## src/rtl/mode_sched.sv

```systemverilog
// Guest/host mode scheduler: arms on a host command, enters guest mode on the JP
// target fetch, and traps masked I/O ports back to the host with a timed NMI pulse.
module mode_sched #(
  parameter int NMI_WIDTH = 8
) (
  input  logic       clk,
  input  logic       rst,
  input  logic       m1_n,
  input  logic       iorq_n,
  input  logic [7:0] addr_lo,
  input  logic       new_isr,
  input  logic       last_isr_jmp,
  input  logic       io_direction,
  input  logic       cfg_we,
  input  logic       cfg_sel,
  input  logic [7:0] cfg_data,
  output logic       user_mode,
  output logic       nmi_n,
  output logic       ignore_next_isr,
  output logic [7:0] trap_port,
  output logic       trap_dir,
  output logic       trap_valid
);

  // state | meaning
  // HOST  | host owns the CPU, waiting for an arm command
  // ARM   | armed, waiting for the JP target fetch to enter guest mode
  // USER  | guest running, masked I/O ports trap
  // TRAP  | NMI pulse in progress, returns to HOST when the counter hits 0
  typedef enum logic [1:0] {
    S_HOST = 2'd0,
    S_ARM  = 2'd1,
    S_USER = 2'd2,
    S_TRAP = 2'd3
  } state_t;

  state_t     state, state_nxt;
  logic [7:0] cnt, cnt_nxt;
  logic [7:0] trap_mask;
  logic       m1_q, iorq_q;
  logic       m1_fall, iorq_fall;
  logic       ctl_wr, mask_wr;
  logic       jp_edge, trap_hit;
  logic       cfg_unused;

  assign m1_fall   = m1_q & ~m1_n;
  assign iorq_fall = iorq_q & ~iorq_n;
  assign ctl_wr    = cfg_we & ~cfg_sel;
  assign mask_wr   = cfg_we & cfg_sel;
  assign jp_edge   = m1_fall & last_isr_jmp & new_isr;
  // m1_n low during an I/O cycle is an interrupt acknowledge, never a port access
  assign trap_hit  = (state == S_USER) & iorq_fall & m1_n & trap_mask[addr_lo[7:5]];
  assign cfg_unused = ^cfg_data[7:3];

  always_comb begin
    state_nxt = state;
    cnt_nxt   = cnt;
    case (state)
      S_HOST: begin
        if (ctl_wr && cfg_data[0]) state_nxt = S_ARM;
      end
      S_ARM: begin
        if (ctl_wr && cfg_data[1]) state_nxt = S_HOST;
        else if (jp_edge)          state_nxt = S_USER;
      end
      S_USER: begin
        if (trap_hit) begin
          state_nxt = S_TRAP;
          cnt_nxt   = 8'(NMI_WIDTH - 1);
        end
      end
      S_TRAP: begin
        if (cnt == 8'd0) state_nxt = S_HOST;
        else             cnt_nxt   = cnt - 8'd1;
      end
      default: state_nxt = S_HOST;
    endcase
  end

  always_ff @(posedge clk) begin
    if (rst) begin
      state      <= S_HOST;
      cnt        <= 8'd0;
      trap_mask  <= 8'h00;
      trap_port  <= 8'h00;
      trap_dir   <= 1'b0;
      trap_valid <= 1'b0;
      m1_q       <= 1'b1;
      iorq_q     <= 1'b1;
    end else begin
      state  <= state_nxt;
      cnt    <= cnt_nxt;
      m1_q   <= m1_n;
      iorq_q <= iorq_n;
      if (mask_wr) trap_mask <= cfg_data;
      // a trap latched in the same cycle as a clear write leaves the record valid
      if (trap_hit) begin
        trap_port  <= addr_lo;
        trap_dir   <= io_direction;
        trap_valid <= 1'b1;
      end else if (ctl_wr && cfg_data[2]) begin
        trap_valid <= 1'b0;
      end
    end
  end

  assign user_mode       = (state == S_USER);
  assign nmi_n           = (state != S_TRAP);
  assign ignore_next_isr = (state != S_ARM);

endmodule

```

## config.mk

```make
export PLATFORM = sky130hd
export DESIGN_NAME = mode_sched
export DESIGN_NICKNAME = d
export VERILOG_FILES = /design/src/rtl/mode_sched.sv
export SDC_FILE = /design/constraint.sdc
export NUM_CORES = 1
export LEC_CHECK = 0
export CORE_MARGIN = 3
export CORE_UTILIZATION = 40
export DETAILED_ROUTE_END_ITERATION = 8
export GPL_TIMING_DRIVEN = 0
export PLACE_DENSITY = 0.71
export SYNTH_ARGS = -nofsm -noshare
export SYNTH_HDL_FRONTEND = slang
export SYNTH_SLANG_ARGS = --single-unit
```

## constraint.sdc

```tcl
create_clock -name clk -period 2.2 [get_ports clk]
set_input_delay 0.22 -clock clk [delete_from_list [all_inputs] [get_ports clk]]
set_output_delay 0.22 -clock clk [all_outputs]
set_load 0.05 [all_outputs]
```

## Word level (Yosys, flattened, before mapping)

Index checks and enable logic that the tools add are counted.

- Register bits: 30
- Word-level logic and storage cells: 54

- Add/subtract/negate cells: 1
- $lt $le $gt $ge: 1
- Equal/unequal tests: 10
- Multiplexer cells: 13
- Bitwise gates (word level): 12
- Reduce and logical (&&, ||, !) cells: 9

Operators by type and width:

| operator | count |
|---|---|
| two-way mux 8 bit | 2 |
| case mux 8 bit (2 select lines) | 1 |
| two-way mux 2 bit | 5 |
| bitwise AND 1 bit | 9 |
| zero test 8 bit | 1 |
| inequality test 2 bit, second input constant | 4 |
| case mux 2 bit (4 select lines) | 1 |
| subtractor 8 x 1 -> 8 bit, second input constant | 1 |
| == test 2 bit, second input constant | 2 |
| < comparator 3 x 4 -> 1 bit, second input constant | 1 |
| inequality test 2 x 1 -> 1 bit, second input constant | 2 |
| AND reduction 4 bit | 1 |
| nonzero test 2 bit | 2 |
| binary-select mux 1 bit (select 3 bit) | 1 |
| logical AND 1 bit | 3 |
| two-way mux 1 bit | 3 |
| inequality test 3 bit, second input constant | 1 |
| inverter 1 bit | 3 |
| AND reduction 3 bit | 1 |
| == test 2 x 1 -> 1 bit, second input constant | 1 |
| zero test 2 bit | 1 |

## Longest topological paths before layout

Gate-level depths: netlist of run 1.

- Depth in word-level cells: 7
- Mapped depth: 7
- Depth with buffers taken out: 6

## Least setup slack after synthesis of run 1

OpenSTA, ideal clock, no wires.

- Path kind: register to register
- From: register (tool-made name)
- To: register trap_port[3]
- Setup time: 0.072 ns
- Data arrival time: 2.079 ns
- Required time: 2.128 ns
- Setup slack: 0.050 ns
- Stages on the path, launching flop included: 7
- Path buffers: 2
- Period minus slack after synthesis: 2.150 ns
- Cell sequence: dfxtp_1 nor2b_1 and4b_1 o41a_1 buf_6 buf_12 mux2i_1

RTL lines:

| item | line | source |
|---|---|---|
| to (signal assigned) | 98 | `trap_port <= addr_lo;` |
| to (decl) | 20 | `output logic [7:0] trap_port,` |

==> results of run 1 <==
-- flip-flops by register name, indices dropped and copies added (netlist names), named ones only --
| signal | flops |
|---|---|
| cnt | 8 |
| state | 1 |
| m1_q | 1 |
| iorq_q | 1 |
| trap_port | 8 |
| trap_mask | 8 |
| trap_valid | 1 |
| trap_dir | 1 |
-- stage by stage --
stage / hold WS [ns] / instance area [sq um] / utilization, %
after floorplan: 0.327 / 1450 / -
after global placement: 0.443 / 1870 / 54.8
after detailed placement: 0.449 / 1870 / 54.8
after CTS: 0.227 / 1920 / 56.3
after global routing: 0.256 / 1920 / 56.3
final: 0.242 / 1920 / 56.3
-- placed cells by master, fill, tap and decap left out, types with 2 or more instances in the layout --
cell type,instances
sky130_fd_sc_hd__a2111oi_0,2
sky130_fd_sc_hd__a21oi_1,12
sky130_fd_sc_hd__a31oi_1,3
sky130_fd_sc_hd__clkbuf_1,6
sky130_fd_sc_hd__clkbuf_4,5
sky130_fd_sc_hd__clkdlybuf4s50_1,36
sky130_fd_sc_hd__dfxtp_1,30
sky130_fd_sc_hd__ha_1,2
sky130_fd_sc_hd__inv_1,5
sky130_fd_sc_hd__mux2i_1,11
sky130_fd_sc_hd__nand2_1,28
sky130_fd_sc_hd__nand3_1,10
sky130_fd_sc_hd__nand3b_1,2
sky130_fd_sc_hd__nor2_1,3
sky130_fd_sc_hd__nor2b_1,2
sky130_fd_sc_hd__nor3_2,4
sky130_fd_sc_hd__nor3b_1,3
sky130_fd_sc_hd__o21ai_0,2
sky130_fd_sc_hd__or2_2,3
sky130_fd_sc_hd__xnor2_1,4
-- kinds of logic after synthesis --
family	count (synthesis)	share of synthesized area, %
buffers and inverters	15	5.68
DFF	30	41.3
muxes	12	8.61
xor gates and xnor gates	4	2.41
AOI/OAI and AO/OA	30	14.1
adders and majority gates	2	1.72
and+or+nand+nor	67	26.1
-- worst min path at each step --
stage / startpoint / depth (start not counted) / end / slack, ns
5_1_grt: addr_lo[5] / 3 / trap_port[5] / 0.26
3_3_place_gp: trap_port[3] / 2 / trap_port[3] / 0.44
2_1_floorplan: iorq_n / 1 / iorq_q / 0.33
6_report: addr_lo[5] / 3 / trap_port[5] / 0.24
4_1_cts: addr_lo[5] / 3 / trap_port[5] / 0.23
3_5_place_dp: trap_port[6] / 2 / trap_port[6] / 0.45
-- power by group through the flow --
stage	Sequential (W)	Combinational, W	Clock, W
5_1_grt	0.000558	0.000120	0.000352
3_3_place_gp	0.000569	0.000107	0
6_report	0.000556	0.000110	0.000317
3_5_place_dp	0.000569	0.000110	0
4_1_cts	0.000556	0.000110	0.000328
2_1_floorplan	0.000568	0.0000512	0
-- routing by layer --
layer  up-vias  global-route usage (%)  routed length, microns
met4         0                    6.60                      62
met2        37                    32.3                    1770
met5         -                       0                       0
met3         8                    4.76                     154
li1        660                       -                       -
met1       606                    18.1                    1410
-- cell type report --
class / count / area, sq um
plain buffers: 10 / 63.8
clock buffers: 6 / 51.3
fillers: 330 / 1490
inverters: 5 / 18.8
multi-input cells: 115 / 769
flip-flops and latches: 30 / 601
well taps: 46 / 57.6
repair buffers: 36 / 360
-- worst min-delay path, delay by kind of cell --
kind,cells,cell delay (ns)
mux,1,0.06
buf+inv,1,0.15
simple gates,1,0.08
==> run summary, run 1 <==
The tools report the endpoint kind of the worst setup timing path as an output port. Overall power consumption after layout is estimated at 0.000983 W. The share of the synthesized area in the top cell type is 41.3%, and the number of pins with negative max-slew slack in the final report is 0. The routed layout has 1311 vias.

In the synthesized netlist, the number of instances is 160. The flow ran to the end, and the final reports show no timing, DRC or antenna violations. The setup total negative slack is 0 ns. Gates resized during post-CTS repair numbered 0. Entering global routing, the biggest net connects 11 pins.

The top-level port count was 38; the count of flip-flops with a built-in enable after synthesis was 0. Setup violations remaining at the end of the flow were counted as 0. The most numerous cell in the Yosys netlist is sky130_fd_sc_hd__dfxtp_1.

Dividing the detail-routed via count by the number of cells gives 5.29. Based on the critical path, the design can be clocked at up to 489 MHz. Before antenna repair, the detailed router went through 7 iterations.

By startpoint and endpoint, the worst setup path is classified as flip-flop to output port. Counting cells, the worst reg-to-reg path comes to 6. Highest net fanout along the worst path: 8. In this run, the combinational gates consume 11.2% of the power. Final estimated routing congestion in global placement: 0.775. Sequential elements use 41.3% of the synthesized area.

The logs give 187 for the post-synth net total and 32.2% for the clock power share. Traced cell by cell, the critical path runs through nor2b_1 > clkdlybuf4s50_1. The endpoint identified for the worst register-to-register timing path is cnt[6]. Setup repair after global routing left no endpoint under its margin. The maximum level of the CTS H-tree came out at 2.

Summed over all layers, the global routing overflow is 0. For this configuration, the core starts out at a cell density of 42.5%. The number of placed instances, taps included, is 242.

For the final wirelength, the log shows 3400 microns. For the placed wire-length estimate, the log shows 2660 microns. The number of different library cells used by synthesis comes to 46. The tools report the critical path arrival as 1.83 ns.

Global routing consumed, over all layers together, 17.3% of the routing resources. The maximum ir drop on the vdd rail was 379 uV. The largest total area in the synthesized netlist belongs to sky130_fd_sc_hd__dfxtp_1. The run gives 0 as the total count of hold-check failures in the final report.

After detailed routing, the average wire length per cell comes to 13.7 microns. The ratio of total power to cell area was 512 nW/um^2. The logs give 0.154 ns for the minimum setup slack in the final design and -0.0545 ns for the worst setup slack before clock tree synthesis. The tool flagged a number of max-cap violations equal to 0.

The delay of the slowest cell on the worst path was 0.82 ns; the worst path buffer plus inverter count was 1. Ranked by total cell area, the synthesized netlist is headed by sky130_fd_sc_hd__dfxtp_1, sky130_fd_sc_hd__mux2i_1, sky130_fd_sc_hd__nand2_1, sky130_fd_sc_hd__a21oi_1, sky130_fd_sc_hd__nand3_1. The number of global-route vias before repair is 1388, and the vertical die dimension is 66.3 microns. The commonest cells after synthesis are sky130_fd_sc_hd__dfxtp_1, sky130_fd_sc_hd__nand2_1, sky130_fd_sc_hd__a21oi_1.

The logs give 0 for the number of antenna violations at the first check in global routing and 0 for the number of diodes. The critical path crosses 2 cells after its start point. The tools report the leakage power as 0.667 nW. The worst pin sits at a relative slew slack of 53.8%.

The first global-routing pass estimated 5930 microns of wire. The kind of cell adding the most delay to the critical path is buffers and inverters. The time the final worst path needs with I/O delays and setup came out at 2.05 ns. The tools report the number of DRC markers in iteration 0 as 79. The path class of the tightest hold or removal check is input pin to flip-flop. The number of sinks driven by the clock tree was 30. Source of the worst register-to-register timing path: cnt[0]. The run gives 2 as the largest buffer count on any clock path. For this design, the CTS-stage hold fixing added 0 buffers. Layout overhead on the synthesized area: 32.3%. In this run switching power makes up 23.2% of total power. For the warning count from the yosys run, the log shows 0.

After clock tree synthesis, the clock-pin slew on the worst setup and hold paths is 0.09 ns. The design internal power is 0.000755 W. The number of synthesized register bits works out to 30. The area of the core is 3420 sq um, and the clock skew after layout is 0.00761 ns. The later pin in the worst-skew pair is clocked with a latency of 0.32 ns.

STA classifies the critical path startpoint as a flip-flop. The net switching power of the design came out at 0.000228 W. TritonCTS built the clock tree.

Among all stages on the critical path, the largest delay is contributed by sky130_fd_sc_hd__clkdlybuf4s50_1. For the floorplan die area, the log shows 4390 sq um. Buffers added to address setup during post-CTS repair amount to 0. In the routed design, unresolved DRC markers number 0. The critical path required time is 1.98 ns, and the cell area after synthesis is 1450 sq um.

Dividing the final minimum period by the clock period gives 93.0%. The post-route netlist has 10.4% of its cells at a drive strength greater than 1. The transition time at the pin with the least slew margin works out to 0.683 ns. The run gives 56.6% as the sequential share of power.

In this run the tool buffered the top-level ports with 36 buffer cells. Endpoint of the most critical setup path: user_mode. The count of nets left with antenna violations after detail routing is 0, and the number of nets in the layout is 230.

The synthesized area per cell was 9.08 sq um; the non-filler instance count after layout was 248. The number of clock buffers added by TritonCTS is 5. The run gives 21 as the number of rows in the core area.

Primary flip-flop cell chosen by synthesis mapping: sky130_fd_sc_hd__dfxtp_1. The floorplan step set the die width to 66.3 microns. Root buffer cell: sky130_fd_sc_hd__clkbuf_4.

Register-to-register setup slack: 0.30 ns. In the synthesized netlist the async set-or-reset flop fraction comes to 0%.
Note: power is estimated with default switching activity, not from simulation.
==> run 2, diff against run 1 <==
--- a/config.mk
+++ b/config.mk
@@ -9,7 +9,7 @@
 export CORE_UTILIZATION = 40
 export DETAILED_ROUTE_END_ITERATION = 8
 export GPL_TIMING_DRIVEN = 0
-export PLACE_DENSITY = 0.71
+export PLACE_DENSITY = 0.74
 export SYNTH_ARGS = -nofsm -noshare
 export SYNTH_HDL_FRONTEND = slang
 export SYNTH_SLANG_ARGS = --single-unit
==> run summary, run 2 (synthesis gave the netlist of run 1 again) <==
For this run the aggregate overflow at the end of global routing stands at 0. The run gives 0 as the number of pins with negative max-slew slack in the final report. The logs give 0 for the total count of hold-check failures in the final report and 4390 sq um for the floorplan die area. TritonCTS built the clock tree. The first TritonRoute pass finished after 4 iterations. The quantity of I/O buffers inserted on ports works out to 36.

Time the final worst path needs with I/O delays and setup: 2.06 ns. The design internal power was 0.000766 W. The layout overhead on the synthesized area was 32.9%.

The worst setup path is launched from a flip-flop. Across the run, the number of max-cap violations was 0. The logs give 1289 for the number of global-route vias before repair and 0.0116 ns for the clock skew after layout.

Dividing total power by cell area gives a power density of 526 nW/um^2. The number of clock buffers inserted by TritonCTS was 5. For the highest clock rate, the log shows 484 MHz. From left edge to right edge, the die measures 66.3 microns. After floorplanning, the core was divided into 21 placement rows. Detailed routing placed a total of 1840 microns of wire on met2. At the worst endpoint, the required time is 1.98 ns.

Leaving out fill and tap cells, the most frequent cells in the layout are sky130_fd_sc_hd__clkdlybuf4s50_1, sky130_fd_sc_hd__dfxtp_1, sky130_fd_sc_hd__nand2_1. For the total DRC errors in the routed layout, the log shows 0. Clock latency on the worst-skew pair, taken at its later pin, is 0.34 ns.

Across all layers, the routed design uses 1311 vias. In this run, flip-flops and latches consume 54.8% of the power. The highest layer touched by signal routing is met4. The vertical die dimension is 66.3 microns, and the ratio of cells with drive above 1 in the final layout is 10.8%. The transition time at the pin with the least slew margin works out to 0.737 ns.

Number of antenna violations at the first check in global routing: 0. Setup repair after global routing left no endpoint under its margin. Most common library cell in the layout ignoring fill and taps: sky130_fd_sc_hd__clkdlybuf4s50_1.

The run gives 0 as the number of resized instances in the post-cts repair step. For the length of routed wiring on met1, the log shows 1380 microns. Largest buffer count on any clock path: 2.

The count of nets left with antenna violations after detail routing came out at 0. Wire segments on met3 add up to 193 microns in the final route. In this run, the clock network consumes 34.5% of the power.

The fraction of power spent switching nets is 24.6%. Final hold analysis gives a worst-case slack of 0.234 ns. In the final routed layout, each cell accounts on average for 13.8 microns. The worst pin sits at a relative slew slack of 50.2%. In this run the worst hold path is classified as input pin to flip-flop. Global routing consumed, over all layers together, 17.2% of the routing resources.

The maximum level of the CTS H-tree is 2, and the delay of the slowest cell on the worst path is 0.84 ns. VDD sags by at most 366 uV. The first global-routing pass estimated 5660 microns of wire.

The final period utilization is 93.8%. The root buffer cell was sky130_fd_sc_hd__clkbuf_4. The logs give 230 for the number of nets in the layout and 3420 sq um for the area of the core. Detailed placement finished with a half-perimeter wire length of 2680 microns. The signal on the critical path passes through nor2b_1 > clkdlybuf4s50_1. The tools report the number of diodes as 0.

The tools report the critical path arrival as 1.84 ns. Clock-pin slew was measured on the worst setup and hold paths at 0.10 ns. Post-route standard cell area excluding fillers: 1930 sq um. The tools report the final estimated routing congestion in global placement as 0.790.

The largest registers in the layout are cnt x8, trap_mask x8, trap_port x8. The flow ran to the end, and the final reports show no timing, DRC or antenna violations. In this run the power spent charging and discharging nets is 0.000250 W. Setup violations remaining at the end of the flow were counted as 0. Start-to-end type of the worst setup path: flip-flop to output port.

Once the floorplan was initialized, standard cells occupied 42.5% of the core. In this run the worst path has a maximum fanout of 8. The maximum number of pins on one net before global-route repair is 11, and the number of DRC markers in iteration 0 is 71.

Pin placement for this block handled 38 I/O pins. The area of placed instances was 1870 sq um; the via density per instance was 5.24. The worst setup path is captured at an output port. Buffers inserted to repair hold after CTS numbered 0. The logs give 3460 microns for the final wirelength and 0 for the total setup buffers inserted after CTS. Number of sinks driven by the clock tree: 30.

For this design, the slowest cell found on the critical path is sky130_fd_sc_hd__clkdlybuf4s50_1. The leakage power is 0.673 nW. Of the total power, combinational logic draws 10.8%.
## run 2: cell types whose count changed in the layout (fill, tap and decap cells not counted), sizes merged
| cell | delta |
|---|---|
| clkbuf | +1 |
| clkinv | +1 |
## run 2: critical path, delay by kind of cell, from the launching register on
kind	cells	cell delay (ns)
buffers and inverters	1	0.84
DFF	1	0.46
and+or+nand+nor	1	0.20
## run 2: power by group through the flow
stage | clock [W] | combinational [W] | sequential (W)
5_1_grt | 0.000377 | 0.000120 | 0.000558
4_1_cts | 0.000359 | 0.000110 | 0.000557
2_1_floorplan | 0 | 0.0000512 | 0.000568
3_5_place_dp | 0 | 0.000110 | 0.000569
3_3_place_gp | 0 | 0.000107 | 0.000569
6_report | 0.000350 | 0.000109 | 0.000556
## run 2: per-stage QoR
step | instances | TNS, ns | worst slack, ns | power [W] | util, %
6_report | 250 | 0 | 0.136 | 0.00102 | 56.5
5_1_grt | 250 | 0 | 0.0474 | 0.00106 | 56.5
4_1_cts | 250 | 0 | 0.131 | 0.00103 | 56.5
3_5_place_dp | 242 | -0.282 | -0.0741 | 0.000679 | 54.8
3_3_place_gp | 242 | -0.202 | -0.0557 | 0.000675 | 54.8
2_1_floorplan | 160 | 0 | 0.0499 | 0.000619 | -
## run 2: worst paths after layout
check                    start           end  slack, ns  depth (start not counted)
setup / recovery     flip-flop     user_mode       0.14                          2
hold / removal      addr_lo[5]  trap_port[5]       0.23                          3
setup reg to reg        cnt[0]        cnt[6]       0.33                          6
hold reg to reg   trap_mask[3]  trap_mask[3]       0.46                          2
## run 2: cell type report
type	count	area, sq um
Sequential cell	30	601
Inverter	5	18.8
Buffer	10	63.8
Multi-Input combinational cell	115	769
Fill cell	342	1490
Clock inverter	1	5.00
Clock buffer	7	55.1
Tap cell	46	57.6
Timing Repair Buffer	36	360
## run 2: metal layers
layer | up-vias | track usage (%)
met5 | - | 0
met4 | 0 | 7.11
met3 | 6 | 5.44
met2 | 33 | 31.6
met1 | 612 | 17.8
li1 | 660 | -
==> run 3, diff against run 2 <==
--- a/config.mk
+++ b/config.mk
@@ -5,11 +5,12 @@
 export SDC_FILE = /design/constraint.sdc
 export NUM_CORES = 1
 export LEC_CHECK = 0
+export ABC_CLOCK_PERIOD_IN_PS = 2200
 export CORE_MARGIN = 3
-export CORE_UTILIZATION = 40
+export CORE_UTILIZATION = 39
 export DETAILED_ROUTE_END_ITERATION = 8
 export GPL_TIMING_DRIVEN = 0
-export PLACE_DENSITY = 0.74
+export PLACE_DENSITY = 0.72
 export SYNTH_ARGS = -nofsm -noshare
 export SYNTH_HDL_FRONTEND = slang
 export SYNTH_SLANG_ARGS = --single-unit
==> run summary, run 3 (synthesis gave the netlist of run 1 again) <==
The flow ran to the end, and the final reports show no timing, DRC or antenna violations. At the worst endpoint, the arrival time is 2.12 ns. The floorplan step set the die height to 67.0 microns. Insertion delay to the later sink of the worst-skew pair: 0.27 ns. For this run, design rule violations remaining after detail routing come to 0.

The setup path with the least slack is of type input pin to flip-flop. TritonCTS built the clock tree. The run gives 4 as the number of search-and-repair iterations in the first detailed-routing pass.

The total track usage was 16.4%; the number of buffers inserted by hold repair at cts was 0. Measured against its own limit, the worst slew margin works out to 55.1%. Counting every sink on the clock net gives 30. In this run the post-CTS setup repair buffer count came out at 0. Quantity of I/O buffers inserted on ports: 36. The worst setup slack before clock tree synthesis came out at -0.0365 ns. Via density per instance: 5.18. The path depth of the worst reg2reg path is 6, and the register-to-register setup slack is 0.36 ns. The transition time at the pin with the least slew margin was 0.664 ns; the layout overhead on the synthesized area was 34.0%. The tools report the placed wire-length estimate as 2580 microns. Leaving out fill and tap cells, the most frequent cells in the layout are sky130_fd_sc_hd__clkdlybuf4s50_1, sky130_fd_sc_hd__dfxtp_1, sky130_fd_sc_hd__nand2_1.

The tools report the top-level port count as 38. The minimum setup slack in the final design was 0.234 ns; the leakage power was 0.676 nW. STA classifies the critical path startpoint as an input pin. The total count of hold-check failures in the final report was 0.

The ratio of total power to cell area was 545 nW/um^2. Final period utilization: 89.3%. The detail route stage leaves a number of antenna-violating nets equal to 0.

The tools report the number of global-route vias before repair as 1291. Setup repair after global routing left no endpoint under its margin. The highest net fanout along the worst path is 7. The tools report the largest buffer count on any clock path as 2. The type of the tightest min-delay check was input pin to flip-flop. Maximum level of the CTS H-tree: 2. The worst setup path is captured at a flip-flop. In this run, CTS created clock tree buffers numbering 5.

The tools report the starting utilization of the core area as 41.9%. For this block, the routed nets add up to 3260 microns of wire. In this run, the number of DRC markers left after iteration 0 of detailed routing was 71. The run gives 1289 as the count of vias placed by the detailed router. Setup violations remaining at the end of the flow were counted as 0.

In the final timing run, aggregate negative setup slack is 0 ns. The floorplan die area was 4490 sq um. In this run the most critical hold path is launched from addr_lo[5]. Cells with a size suffix above 1 make up 9.85% of the layout. Entering global routing, the biggest net connects 11 pins. In this run the critical register-to-register path is captured at cnt[6]. The routed design could run at a clock period as short as 1.97 ns. The logs give 0 for the max-capacitance violation count and 284 uV for the maximum ir drop on the vdd rail. For the number of antenna violations at the first check in global routing, the log shows 0. For this run, the post-layout net count is 230. Leaving out fill and tap cells, the most frequent cell in the layout is sky130_fd_sc_hd__clkdlybuf4s50_1. The area of the core was 3470 sq um; the residual overflow from global routing was 0.

The die is 67.0 microns wide. For the worst setup path, the data required time is 2.36 ns. After clock tree synthesis, the repair step resized 0 gates. The number of antenna diodes in the final layout is 0. The highest clock rate came out at 509 MHz. Hold path depth: 3.

The number of rows in the core area came out at 21. The worst register-to-register path begins at cnt[1]. The number of pins with negative max-slew slack in the final report is 0, and the global-route wire length before repair is 5520 microns. The largest registers in the layout are cnt x8, trap_mask x8, trap_port x8.

The worst min-delay path endpoint is trap_port[5]. The congestion estimate from routability-driven global placement came to 0.747. Clock-pin slew was measured on the worst setup and hold paths at 0.06 ns. CTS placed an instance of sky130_fd_sc_hd__clkbuf_8 at the clock tree root. In the final routed layout, each cell accounts on average for 13.1 microns. The clock arrives with 0.00368 ns of skew.
## run 3: worst max-delay path by stage
stage                     from           end  slack [ns]  cells past startpoint
floorplan            flip-flop  trap_port[3]        0.05                      6
global placement    addr_lo[6]      state[0]       -0.04                      7
detailed placement  addr_lo[6]        cnt[1]       -0.04                      6
CTS                  flip-flop     user_mode        0.22                      2
global route         flip-flop     user_mode        0.16                      2
finish              addr_lo[6]        cnt[1]        0.23                      6
## run 3: final cells by class
| type | instances | area, sq um |
|---|---|---|
| Buffer | 10 | 63.8 |
| Clock buffer | 7 | 76.3 |
| Fill cell | 329 | 1520 |
| Inverter | 5 | 18.8 |
| Multi-Input combinational cell | 115 | 769 |
| Sequential cell | 30 | 601 |
| Tap cell | 46 | 57.6 |
| Timing Repair Buffer | 36 | 360 |
## run 3: critical path, stage by stage
cell	delay (ns)
sky130_fd_sc_hd__clkdlybuf4s50_1	0.60
sky130_fd_sc_hd__mux2_4	0.33
sky130_fd_sc_hd__and3_4	0.18
sky130_fd_sc_hd__o41a_1	0.32
sky130_fd_sc_hd__buf_6	0.15
sky130_fd_sc_hd__o311a_1	0.32
## run 3: stage by stage
stage | power, W | cell area (sq um) | util [%] | hold slack (ns) | instances
after global placement | 0.000676 | 1870 | 53.9 | 0.441 | 242
after global routing | 0.00112 | 1950 | 56.1 | 0.297 | 249
final | 0.00106 | 1950 | 56.1 | 0.296 | 249
after detailed placement | 0.000679 | 1870 | 53.9 | 0.449 | 242
after CTS | 0.00108 | 1950 | 56.1 | 0.281 | 249
after floorplan | 0.000619 | 1450 | - | 0.327 | 160
## run 3: per-layer routing
layer | wire length, microns | vias to the layer above | GRT usage (%)
met5 | 0 | - | 0
met4 | 25 | 0 | 7.59
met3 | 168 | 2 | 4.72
met2 | 1700 | 24 | 29.4
met1 | 1370 | 606 | 17.4
li1 | - | 657 | -
## run 3: power by group
group | switching [W] | total, W | internal (W)
Sequential | 0.00000402 | 0.000557 | 0.000553
Combinational | 0.0000509 | 0.000110 | 0.0000590
Clock | 0.000176 | 0.000393 | 0.000217
